===== src/rtl/mem_access_ctrl.sv =====
// Load/store access controller: core request -> fixed-latency RAM cycles, with sub-word RMW
// and load lane formatting. Define MEMCTL_UNALIGNED_ROTATE_EN for ARMv4 rotated unaligned LDR.
module mem_access_ctrl #(
  parameter int ADDR_WIDTH = 14,
  parameter int DATA_WIDTH = 32
) (
  input  logic                  clk,
  input  logic                  rst,
  input  logic                  req,
  input  logic                  req_we,
  input  logic [1:0]            req_size,
  input  logic                  req_signed,
  input  logic [ADDR_WIDTH-1:0] req_addr,
  input  logic [DATA_WIDTH-1:0] req_wdata,
  output logic                  busy,
  output logic                  done,
  output logic                  fault,
  output logic [DATA_WIDTH-1:0] rdata,
  output logic [ADDR_WIDTH-1:0] mem_addr,
  output logic [DATA_WIDTH-1:0] mem_wdata,
  input  logic [DATA_WIDTH-1:0] mem_rdata,
  output logic                  mem_cs,
  output logic                  mem_we,
  output logic                  mem_oe
);

  localparam int NUM_LANES = DATA_WIDTH / 8;

  typedef enum logic [2:0] {IDLE, RD, CAP, WR, DONE} state_t;

  state_t                state, state_nx;
  logic [ADDR_WIDTH-1:0] a_addr;
  logic [1:0]            a_size;
  logic                  a_signed, a_we, a_fault;
  logic [DATA_WIDTH-1:0] a_wdata;
  logic                  misalign;

  always_comb begin
    misalign = (req_size == 2'b01) && req_addr[0];
`ifndef MEMCTL_UNALIGNED_ROTATE_EN
    if (req_size[1] && (req_addr[1:0] != 2'b00)) misalign = 1'b1;
`endif
  end

  // Controls decode straight from state so an async reset drops them at once.
  always_comb begin
    state_nx = state;
    busy     = (state != IDLE);
    done     = (state == DONE);
    fault    = (state == DONE) && a_fault;
    mem_cs   = 1'b0;
    mem_oe   = 1'b0;
    mem_we   = 1'b0;
    case (state)
      IDLE: if (req) begin
        if (misalign)                 state_nx = DONE;
        else if (req_we && req_size[1]) state_nx = WR;
        else                          state_nx = RD;
      end
      RD: begin
        mem_cs = 1'b1; mem_oe = 1'b1;
        state_nx = CAP;
      end
      CAP: begin
        mem_cs = 1'b1; mem_oe = 1'b1;
        state_nx = a_we ? WR : DONE;
      end
      WR: begin
        mem_cs = 1'b1; mem_we = 1'b1;
        state_nx = DONE;
      end
      DONE:    state_nx = IDLE;
      default: state_nx = IDLE;
    endcase
  end

  // Load formatting, little-endian lanes.
  logic [7:0]            ld_byte;
  logic [15:0]           ld_half;
  logic [DATA_WIDTH-1:0] ld_word, ld_val;

  always_comb begin
    ld_byte = mem_rdata[{a_addr[1:0], 3'b000} +: 8];
    ld_half = a_addr[1] ? mem_rdata[31:16] : mem_rdata[15:0];
    ld_word = mem_rdata;
`ifdef MEMCTL_UNALIGNED_ROTATE_EN
    case (a_addr[1:0])
      2'd1:    ld_word = {mem_rdata[7:0],  mem_rdata[31:8]};
      2'd2:    ld_word = {mem_rdata[15:0], mem_rdata[31:16]};
      2'd3:    ld_word = {mem_rdata[23:0], mem_rdata[31:24]};
      default: ld_word = mem_rdata;
    endcase
`endif
    case (a_size)
      2'b00:   ld_val = {{24{a_signed & ld_byte[7]}}, ld_byte};
      2'b01:   ld_val = {{16{a_signed & ld_half[15]}}, ld_half};
      default: ld_val = ld_word;
    endcase
  end

  // Store merge: each lane either takes new data or keeps the captured RAM byte.
  logic [NUM_LANES-1:0][7:0] merged;

  for (genvar i = 0; i < NUM_LANES; i++) begin : g_lane
    localparam logic [1:0] LANE = 2'(i);
    logic       hit;
    logic [7:0] src;
    assign hit = (a_size == 2'b00) ? (a_addr[1:0] == LANE) : (a_addr[1] == LANE[1]);
    assign src = (a_size == 2'b00) ? a_wdata[7:0] : a_wdata[8*(i%2) +: 8];
    assign merged[i] = hit ? src : mem_rdata[8*i +: 8];
  end

  always_ff @(posedge clk or posedge rst) begin
    if (rst) begin
      state    <= IDLE;
      a_addr   <= '0;
      a_size   <= '0;
      a_signed <= 1'b0;
      a_we     <= 1'b0;
      a_fault  <= 1'b0;
      a_wdata  <= '0;
      rdata    <= '0;
    end else begin
      state <= state_nx;
      if (state == IDLE && req) begin
        a_addr   <= req_addr;
        a_size   <= req_size;
        a_signed <= req_signed;
        a_we     <= req_we;
        a_fault  <= misalign;
        a_wdata  <= req_wdata;
      end
      // RAM data is only valid while enables are up, so take it at the end of CAP.
      if (state == CAP) begin
        if (a_we) a_wdata <= merged;
        else      rdata   <= ld_val;
      end
    end
  end

  assign mem_addr  = {a_addr[ADDR_WIDTH-1:2], 2'b00};
  assign mem_wdata = a_wdata;

endmodule


===== config.mk =====
export PLATFORM = sky130hd
export DESIGN_NAME = mem_access_ctrl
export DESIGN_NICKNAME = d
export VERILOG_FILES = /design/src/rtl/mem_access_ctrl.sv
export SDC_FILE = /design/constraint.sdc
export NUM_CORES = 1
export LEC_CHECK = 0
export BUFFER_PORTS_ARGS = -buffer_cell sky130_fd_sc_hd__buf_2
export CAP_MARGIN = 20
export CORE_MARGIN = 5
export CORE_UTILIZATION = 50
export CTS_BUF_LIST = sky130_fd_sc_hd__clkbuf_16
export DETAILED_ROUTE_END_ITERATION = 10
export GPL_TIMING_DRIVEN = 0
export PLACE_DENSITY = 0.89
export SETUP_SLACK_MARGIN = 0.02
export SLEW_MARGIN = 10
export SYNTH_ARGS = -nofsm -noshare
export SYNTH_HDL_FRONTEND = slang
export SYNTH_SLANG_ARGS = --single-unit

===== constraint.sdc =====
create_clock -name clk -period 3.4 [get_ports clk]
set_clock_uncertainty 0.2 [all_clocks]
set_input_delay 0.68 -clock clk [delete_from_list [all_inputs] [get_ports clk]]
set_output_delay 0.68 -clock clk [all_outputs]
set_load 0.02 [all_outputs]

### After elaboration in Yosys (flattened, before gate mapping)

Cells that the tools add are included.

| word-level totals | value |
|---|---|
| flip-flop bits (word level) | 86 |
| output and inout port bits | 84 |
| input port bits | 85 |
| logic and storage cells | 61 |

| cells by class | value |
|---|---|
| multiplexer cells | 23 |
| shift operators | 1 |
| reductions and logical operators | 13 |
| equal/unequal tests | 11 |
| bitwise gates (word level) | 4 |

Operators with widths:

| kind | number |
|---|---|
| 32-bit 2-to-1 mux | 3 |
| 32-bit case mux with 2 select lines | 1 |
| 8-bit 2-to-1 mux | 5 |
| 32-bit by 6-bit indexed part select with 8-bit output | 1 |
| 16-bit 2-to-1 mux | 1 |
| 3-bit case mux with 4 select lines | 1 |
| 3-bit 2-to-1 mux | 3 |
| 1-bit 2-to-1 mux | 8 |
| 2-bit by 1-bit equality test with 1-bit output, second input constant | 3 |
| 3-bit by 2-bit equality test with 1-bit output, second input constant | 2 |
| 1-bit logical AND | 5 |
| 2-bit equality test, second input constant | 2 |
| 2-bit logical NOT | 2 |
| 3-bit by 1-bit equality test with 1-bit output, second input constant | 1 |
| 3-bit equality test, second input constant | 1 |
| 3-bit logical NOT | 1 |
| 3-bit != test, second input constant | 1 |
| 3-bit nonzero test | 1 |
| 3-bit OR reduction | 1 |
| 1-bit AND | 2 |
| 2-bit 2-to-1 mux | 1 |
| 2-bit != test, second input constant | 1 |
| 1-bit NOT | 2 |
| 2-bit AND reduction | 1 |
| 2 further kinds | 2 |

### Depth between registers and ports, before layout

Gate-level depths: netlist of run 1.

| depth | value |
|---|---|
| word-level depth | 6 |
| mapped depth | 7 |
| gate-level depth less buffers | 4 |

### Least setup slack after synthesis of run 1

Ideal clock, no wire load.

| timing | value |
|---|---|
| path kind | input to register |
| from | input port mem_rdata[23] |
| to | register rdata[17] |
| required time | 3.074 ns |
| stages on the path | 4 |
| path buffers | 1 |
| arrival time | 1.740 ns |
| setup slack | 1.335 ns |
| setup time | 0.126 ns |
| cell sequence | mux4_2 a31oi_2 buf_2 a21oi_1 |

| between the ends | value |
|---|---|
| word-level cells in the longest chain between the ends | 3 |

Ends and longest elaborated chain:

| item | RTL line | text |
|---|---|---|
| from (decl) | 21 | `input logic [DATA_WIDTH-1:0] mem_rdata,` |
| 32-bit by 6-bit indexed part select with 8-bit output | 83 | `ld_byte = mem_rdata[{a_addr[1:0], 3'b000} +: 8];` |
| 1-bit AND | 95 | `2'b00: ld_val = {{24{a_signed & ld_byte[7]}}, ld_byte};` |
| 32-bit case mux with 2 select lines | 94 | `case (a_size)` |
| to (signal assigned) | 136 | `else rdata <= ld_val;` |
| to (decl) | 18 | `output logic [DATA_WIDTH-1:0] rdata,` |

No other way between the ends.
A chain may end at the register's enable or synchronous reset.

### Worst setup path in the final report of run 1

| timing | value |
|---|---|
| from | register state[1] |
| to | output port busy |

| between the ends | value |
|---|---|
| word-level cells in the longest chain between the ends | 1 |

Ends and longest elaborated chain:

| item | RTL line | text |
|---|---|---|
| from (decl) | 31 | `state_t state, state_nx;` |
| from (signal assigned) | 124 | `state <= state_nx;` |
| 3-bit nonzero test | 48 | `busy = (state != IDLE);` |
| to (decl) | 15 | `output logic busy,` |

No other way between the ends.

==> flow_summary.toml, run 1 <==
[status]
status = "completed"

[route]
wl_um = 15200
wl_per_cell_um = 20.1
first_pass_iters = 5
via_per_inst = 6.03
vias = 4563
antenna_left = 0
drc = 0
drt_iter0_drc = 495

[die]
placementRows = 35
dieHeight_um = 106
start_util_pct = 50.3
core_area_sq_um = 9110
dieArea_sq_um = 11200
fp.dieW_um = 106
ios = 169

[final_layout]
layout_common_cells = "buf_2 (177), dfrtp_1 (86), nand2_1 (46)"
final_cell_count_no_fill = 757
finalNetCount = 727
area_delta_synth_final_pct = 28.2
drive_above_1_share_pct = 38.7
final_common_cell = "buf_2"
utilization_pct = 64.5
diodes = 0

[power]
seqPwrFrac_pct = 28.3
internal-power_w = 0.00359
powerDensity_nw_per_um2 = 1120
power_frac_comb_pct = 56.8
power.share.switching_pct = 45.6
power_switching_w = 0.00301
leakagePower_nw = 2.82
vdd_drop_max_uv = 525
p_clk_share_pct = 14.8

[clocking]
cts.sinks = 86
post-cts-setup-buffers = 0
clk_pin_slew_ps = 60
cts-hold-fix-buffers = 0
ctsResizeCount = 0
cts_tree = "yes"
clk_latency_ps = 340
clockBufferDepth = 2
htree_levels = 3
cts_root_buf = "clkbuf_16"
cts_buffers = 9

[yosys]
syn_area_sq_um = 4580
synth.area.top_cells = "dfrtp_1 (47%), a211oi_1 (5.2%), a21oi_1 (4.9%)"
synth.distinct_cells = 52
synth_top_cell_by_area = "dfrtp_1"
synth-edff-count = 0
syn-instance-count = 463
yosysTopAreaCellShare_pct = 46.9
synth_warnings = 0
synth_seq_cells = 86
synth-main-ff-cell = "dfrtp_1"
async_flop_share_pct = 100
postSynthAreaPerCell_sq_um = 9.90
synth_seq_area_share_pct = 46.9

[critical_path]
regToRegStartpoint = "state[2]"
path_max_fanout = 10
worst-setup-path-type = "reg -> out"
end_kind = "output pin"
cp.required_ps = 2520
worstPathArrival_ps = 1450
cp-start-kind = "register"
cp-startpoint = "state[1]"

[sta]
rsz0062_at_grt = "false"
hold_violations = 0
setup_viol = 0
fin_crit_sh_pct = 68.5
maxSlewViolCount = 0
slew_headroom_pct = 45.8
worst_pin_slew_ps = 809
finalCriticalPeriod_ps = 2330
max_clock_freq_mhz = 430
setup_tns_ps = 0

[placed_design]
gp_congestion = 0.924
place_inst = 742
port_buffers = 166
hpwl_um = 11500

[global_route]
grt_pass1_wl_um = 23900
antenna_found_initial = 0
grt_remaining_overflow = 0
grtUsageTotal_pct = 27.3
grt_pass1_vias = 4482
grt_max_degree = 45

[run]
cap_violations = 0

[min_path]
hp-class = "in -> async"
layer usage:
layer | GRT usage (%) | vias to the layer above | share of wire (%)
met1 | 37.4 | 2200 | 40
met5 | 0 | - | 0
met4 | 7.49 | 0 | 1.9
met2 | 41.5 | 292 | 46
met3 | 9.06 | 29 | 12
li1 | - | 2042 | -
logic make-up (layout without fill, tap and decap cells):
kind of cell	count (synthesis)	in the layout	synth area share [%]
AO/OA/AOI/OAI	158	158	23.9
XOR/XNOR	1	1	0.191
buffers and inverters	57	239	7.29
flip-flops	86	86	46.9
multiplexers	30	30	7.61
other	1	2	0.0818
AND/OR/NAND/NOR	130	130	14.0
synthesized netlist by cell type (all sizes together), types with 4 or more instances:
master,count
dfrtp,86
nand2,47
a21oi,45
nor2,40
buf,35
a211oi,32
nor2b,26
a22oi,22
mux2,19
clkbuf,15
a22o,14
o21ai,10
mux2i,9
a31oi,8
o2bb2ai,8
inv,6
o22ai,5
o41ai,5
and3,4
critical path, stage by stage, from the launching register on:
cell and delay (ps):
dfrtp_1 420, buf_2 190, or3_1 340, buf_2 160
area by class of cell:
| type | count | area (sq um) |
|---|---|---|
| Buffer | 50 | 308 |
| Clock buffer | 9 | 225 |
| Timing Repair Buffer | 167 | 858 |
| Clock inverter | 6 | 63.8 |
| Fill cell | 761 | 3230 |
| Tap cell | 111 | 139 |
| Inverter | 7 | 28.8 |
| Sequential cell | 86 | 2150 |
| Multi-Input combinational cell | 321 | 2100 |
through the flow:
| stage | cell area, sq um | worst slack (ps) | power, W | hold WS (ps) |
|---|---|---|---|---|
| 6_report | 5880 | 1070 | 0.00659 | 195 |
| 5_1_grt | 5880 | 989 | 0.00702 | 237 |
| 4_1_cts | 5880 | 1070 | 0.00658 | 211 |
| 3_5_place_dp | 5590 | 922 | 0.00557 | 264 |
| 2_1_floorplan | 4590 | 298 | 0.00444 | 282 |
| 3_3_place_gp | 5560 | -666 | 0.00546 | 268 |
worst paths after layout:
| path | to | slack [ps] | depth (start not counted) |
|---|---|---|---|
| worst max-delay path | busy | 1070 | 3 |
| worst min-delay path | a_fault | 200 | 2 |
| worst max register to register | rdata[24] | 1130 | 6 |
| worst min register to register | rdata[2] | 280 | 2 |
| max in group asynchronous | mem_wdata[13] | 2200 | 3 |
| min in group clk | rdata[2] | 280 | 2 |
power by group through the flow:
stage | clock network, W | registers (W) | logic (W)
2_1_floorplan | 0 | 0.00230 | 0.00214
3_3_place_gp | 0 | 0.00185 | 0.00361
3_5_place_dp | 0 | 0.00187 | 0.00371
4_1_cts | 0.000986 | 0.00186 | 0.00373
5_1_grt | 0.00104 | 0.00194 | 0.00404
6_report | 0.000979 | 0.00187 | 0.00375
flip-flops by register name, summed over array words and instances, names as in the netlist:
register   count
a_fault        1
a_size         2
a_signed       1
rdata         32
state          3
mem_wdata     32
a_we           1
a_addr        14
(Power assumes the default switching activity.)
==> run 2: changes to the inputs <==
clock period = 2.4 ns   (was 3.4 ns; I/O delays follow)
==> flow_summary.toml, run 2 (same netlist as run 1, synthesis figures left out) <==
[clocking]
cts_root_buf = "clkbuf_16"
cts-hold-fix-buffers = 0
clk_pin_slew_ps = 60
clockBufferDepth = 2
cts.sinks = 86
clk_latency_ps = 340
post-cts-setup-buffers = 0
htree_levels = 3
cts_buffers = 9
cts_tree = "yes"

[sta]
finalCriticalPeriod_ps = 2190
rsz0062_at_grt = "false"
setup_tns_ps = 0
hold_violations = 20
worst_pin_slew_ps = 767
slew_headroom_pct = 48.7
fin_crit_sh_pct = 91.3
max_clock_freq_mhz = 456
whs_ps = -6.09
maxSlewViolCount = 0
setup_viol = 0

[placed_design]
hpwl_um = 11900
port_buffers = 166
gp_congestion = 0.919
postPlaceCellArea_sq_um = 5600

[status]
status = "complete, but fails checks"
violations = "hold timing"

[global_route]
grt_pass1_vias = 4536
grt_pass1_wl_um = 24200
grt_remaining_overflow = 0
grtUsageTotal_pct = 27.3
grt_max_degree = 37
antenna_found_initial = 0

[run]
cap_violations = 0

[power]
p_total_w = 0.00933
seqPwrFrac_pct = 28.5
internal-power_w = 0.00508
power_switching_w = 0.00425
leakagePower_nw = 2.83
p_clk_share_pct = 14.4
powerDensity_nw_per_um2 = 1580
power_frac_comb_pct = 57.0
power.share.switching_pct = 45.5
vdd_drop_max_uv = 732

[final_layout]
seq_area_sq_um = 2150
fill_cells = 761
diodes = 0
layout_common_cells = "buf_2 (177), dfrtp_1 (86), nand2_1 (46)"
drive_above_1_share_pct = 38.5
final_common_cell = "buf_2"
finalNetCount = 728
multi_input_area_sq_um = 2110
area_delta_synth_final_pct = 28.5
final_area_sq_um = 5890

[critical_path]
reg2regPathDepth = 5
path_max_fanout = 10
cp-start-kind = "register"
cp.required_ps = 2420
worst-setup-path-type = "reg -> reg"
regToRegStartpoint = "state[0]"
r2r_end = "rdata[2]"
worstPathArrival_ps = 2210
regToRegSetupSlack_ps = 210
end_kind = "register"

[route]
antenna_left = 0
first_pass_iters = 5
drt_iter0_drc = 404
drc = 0
wl_per_cell_um = 20.1
via_per_inst = 6.01
vias = 4554
wl_um = 15300

[die]
dieArea_sq_um = 11200
placementRows = 35
fp.dieW_um = 106
ios = 169
core_area_sq_um = 9110
dieHeight_um = 106
start_util_pct = 50.3

[min_path]
hp-class = "in -> async"
[run 2: cell types whose count changed in the layout (fill, tap and decap cells not counted)]
cell / previous run / this run
clkinv_4: 2 / 0
buf_12: 0 / 2
inv_6: 0 / 1
inv_4: 1 / 0
inv_1: 5 / 7
buf_16: 1 / 0
a31oi_4: 0 / 1
a31oi_2: 1 / 0
[run 2: power by group through the flow]
| stage | Clock (W) | Sequential (W) | Combinational (W) |
|---|---|---|---|
| after CTS | 0.00136 | 0.00266 | 0.00528 |
| after global placement | 0 | 0.00262 | 0.00512 |
| after floorplan | 0 | 0.00326 | 0.00303 |
| after detailed placement | 0 | 0.00266 | 0.00526 |
| final | 0.00135 | 0.00266 | 0.00532 |
| after global routing | 0.00144 | 0.00276 | 0.00573 |
[run 2: worst max path at each step]
stage / startpoint / end / slack [ps] / cells past startpoint
finish: state[0] / rdata[2] / 210 / 5
CTS: state[0] / rdata[25] / 140 / 6
global placement: rst / mem_wdata[18] / 140 / 2
global route: state[0] / mem_wdata[18] / 80 / 6
detailed placement: mem_rdata[23] / rdata[25] / 130 / 5
floorplan: a_size[1] / mem_wdata[0] / 500 / 7
[run 2: critical path: stages (launching register included)]
cell      delay [ps]
dfrtp_1          360
buf_2            180
nor2_1           170
nand3_1          350
clkbuf_1         350
o41ai_1          450
[run 2: area by class of cell]
type                            instances  area share (%)
Sequential cell                        86            36.5
Multi-Input combinational cell        321            35.8
Timing Repair Buffer                  168            14.8
Buffer                                 50            5.23
Clock buffer                            9            3.82
Tap cell                              111            2.36
Clock inverter                          6           0.935
Inverter                                7           0.510
[run 2: repair_timing]
item | CTS | global route
resized for setup | 0 | 1
hold endpoints to repair | 0 | 0
setup endpoints to repair | 0 | 10
[run 2: per-stage QoR]
stage / hold WS, ps / cells / setup slack (ps) / utilization (%)
floorplan: 282 / 464 / 502 / -
global placement: 267 / 741 / 144 / 61.1
detailed placement: 271 / 743 / 127 / 61.5
CTS: 3.68 / 758 / 136 / 64.6
global route: 29.8 / 758 / 84.2 / 64.7
finish: -6.09 / 758 / 209 / 64.7
[run 2: layer usage]
layer | part of all wire [%] | vias to the layer above | wire length (um) | global-route usage, %
li1 | - | 2039 | - | -
met4 | 1.9 | 0 | 295 | 8.33
met2 | 47 | 299 | 7130 | 43.5
met1 | 40 | 2184 | 6170 | 37.6
met5 | 0 | - | 0 | 0
met3 | 11 | 32 | 1680 | 5.76
==> run 3: changes to the inputs <==
PLACE_DENSITY = not set   (was 0.89)
PLACE_DENSITY_LB_ADDON = 0.15   (was not set)
==> flow_summary.toml, run 3 (same netlist as run 1, synthesis figures left out) <==
[status]
status = "completed"

[die]
fp.dieW_um = 106
ios = 169
placementRows = 35
dieArea_sq_um = 11200
core_area_sq_um = 9110
dieHeight_um = 106
start_util_pct = 50.3

[sta]
setup_tns_ps = 0
maxSlewViolCount = 0
worst_pin_slew_ps = 760
setup_viol = 0
hold_violations = 0
finalCriticalPeriod_ps = 2230
max_clock_freq_mhz = 448
slew_headroom_pct = 49.2
rsz0062_at_grt = "false"
fin_crit_sh_pct = 93.1

[route]
drt_iter0_drc = 312
wl_per_cell_um = 20.2
antenna_left = 0
wl_met3_um = 1560
drc = 0
vias = 4477
wl_um = 15300
top_layer_used = "met4"
wl_met1_um = 6380
first_pass_iters = 6
route.met2.wl_um = 6950
via_per_inst = 5.91

[critical_path]
end_kind = "register"
reg2regPathDepth = 6
cp-start-kind = "register"
path_max_fanout = 10
worst-setup-path-type = "reg -> reg"
cp.required_ps = 2450
worstPathArrival_ps = 2280

[final_layout]
area_delta_synth_final_pct = 28.8
multi_input_area_sq_um = 2110
diodes = 0
drive_above_1_share_pct = 38.8
layout_common_cells = "buf_2 (177), dfrtp_1 (86), nand2_1 (46)"
finalNetCount = 728
utilization_pct = 64.8
fill_cells = 779
seq_area_sq_um = 2150
final_common_cell = "buf_2"

[global_route]
grt_max_degree = 36
grt_pass1_vias = 4479
grt_pass1_wl_um = 24000
antenna_found_initial = 0
grt_remaining_overflow = 0
grtUsageTotal_pct = 27.2

[power]
powerDensity_nw_per_um2 = 1580
leakagePower_nw = 2.81
vdd_drop_max_uv = 731

[min_path]
hp-class = "in -> async"

[run]
cap_violations = 0

[clocking]
cts.sinks = 86
clk_pin_slew_ps = 70
clockBufferDepth = 2
clk_latency_ps = 340
cts_buffers = 9
cts_root_buf = "clkbuf_16"
cts_tree = "yes"
htree_levels = 3

[placed_design]
hpwl_um = 11700
gp_congestion = 0.930
port_buffers = 166
run 3: final cells by class:
cell class                      count  share of cell area (%)
Buffer                             50                    5.21
Clock buffer                        9                    3.81
Clock inverter                      6                    1.08
Inverter                            7                   0.508
Multi-Input combinational cell    321                    35.7
Sequential cell                    86                    36.4
Tap cell                          111                    2.35
Timing Repair Buffer              168                    14.9
run 3: power breakdown:
group / leakage (nW) / total [W] / internal [W] / switching (W)
logic: 1.66 / 0.00533 / 0.00209 / 0.00324
clock network: 0.127 / 0.00139 / 0.000797 / 0.000591
registers: 1.03 / 0.00264 / 0.00220 / 0.000435
total: 2.81 / 0.00935 / 0.00509 / 0.00426
run 3: per-layer routing:
layer | global-route usage [%] | up-vias
met5 | 0 | -
met4 | 9.16 | 0
met3 | 6.25 | 34
met1 | 37.1 | 2170
met2 | 42.8 | 238
li1 | - | 2035
run 3: worst paths after layout:
check	from	end	slack, ps
setup / recovery	state[0]	mem_wdata[7]	170
hold / removal	rst	rdata[0]	70
setup reg to reg	state[0]	mem_wdata[7]	170
hold reg to reg	rdata[4]	rdata[4]	280
max in group asynchronous	rst	mem_wdata[12]	1310
min in group clk	req_addr[2]	a_addr[2]	170
run 3: stage by stage:
step / setup WS (ps) / cell area (sq um) / hold slack, ps / power (W) / cells
6_report: 167 / 5910 / 67.0 / 0.00935 / 758
5_1_grt: 48.0 / 5910 / 128 / 0.00993 / 758
4_1_cts: 146 / 5900 / 85.6 / 0.00932 / 758
3_5_place_dp: 124 / 5610 / 266 / 0.00793 / 743
3_3_place_gp: 94.3 / 5560 / 268 / 0.00778 / 741
2_1_floorplan: 502 / 4590 / 282 / 0.00628 / 464
run 3: worst max-delay path: stages, from the launching register on:
cell       delay, ps
dfrtp_1          350
buf_2            180
nor4b_4          580
buf_4            330
buf_4            210
a22oi_1           90
o2bb2ai_1        190
run 3: timing repair:
item	CTS	global route
setup buffers	0	0
gates resized for setup	0	1
hold buffers	0	0
setup endpoints to repair	0	10
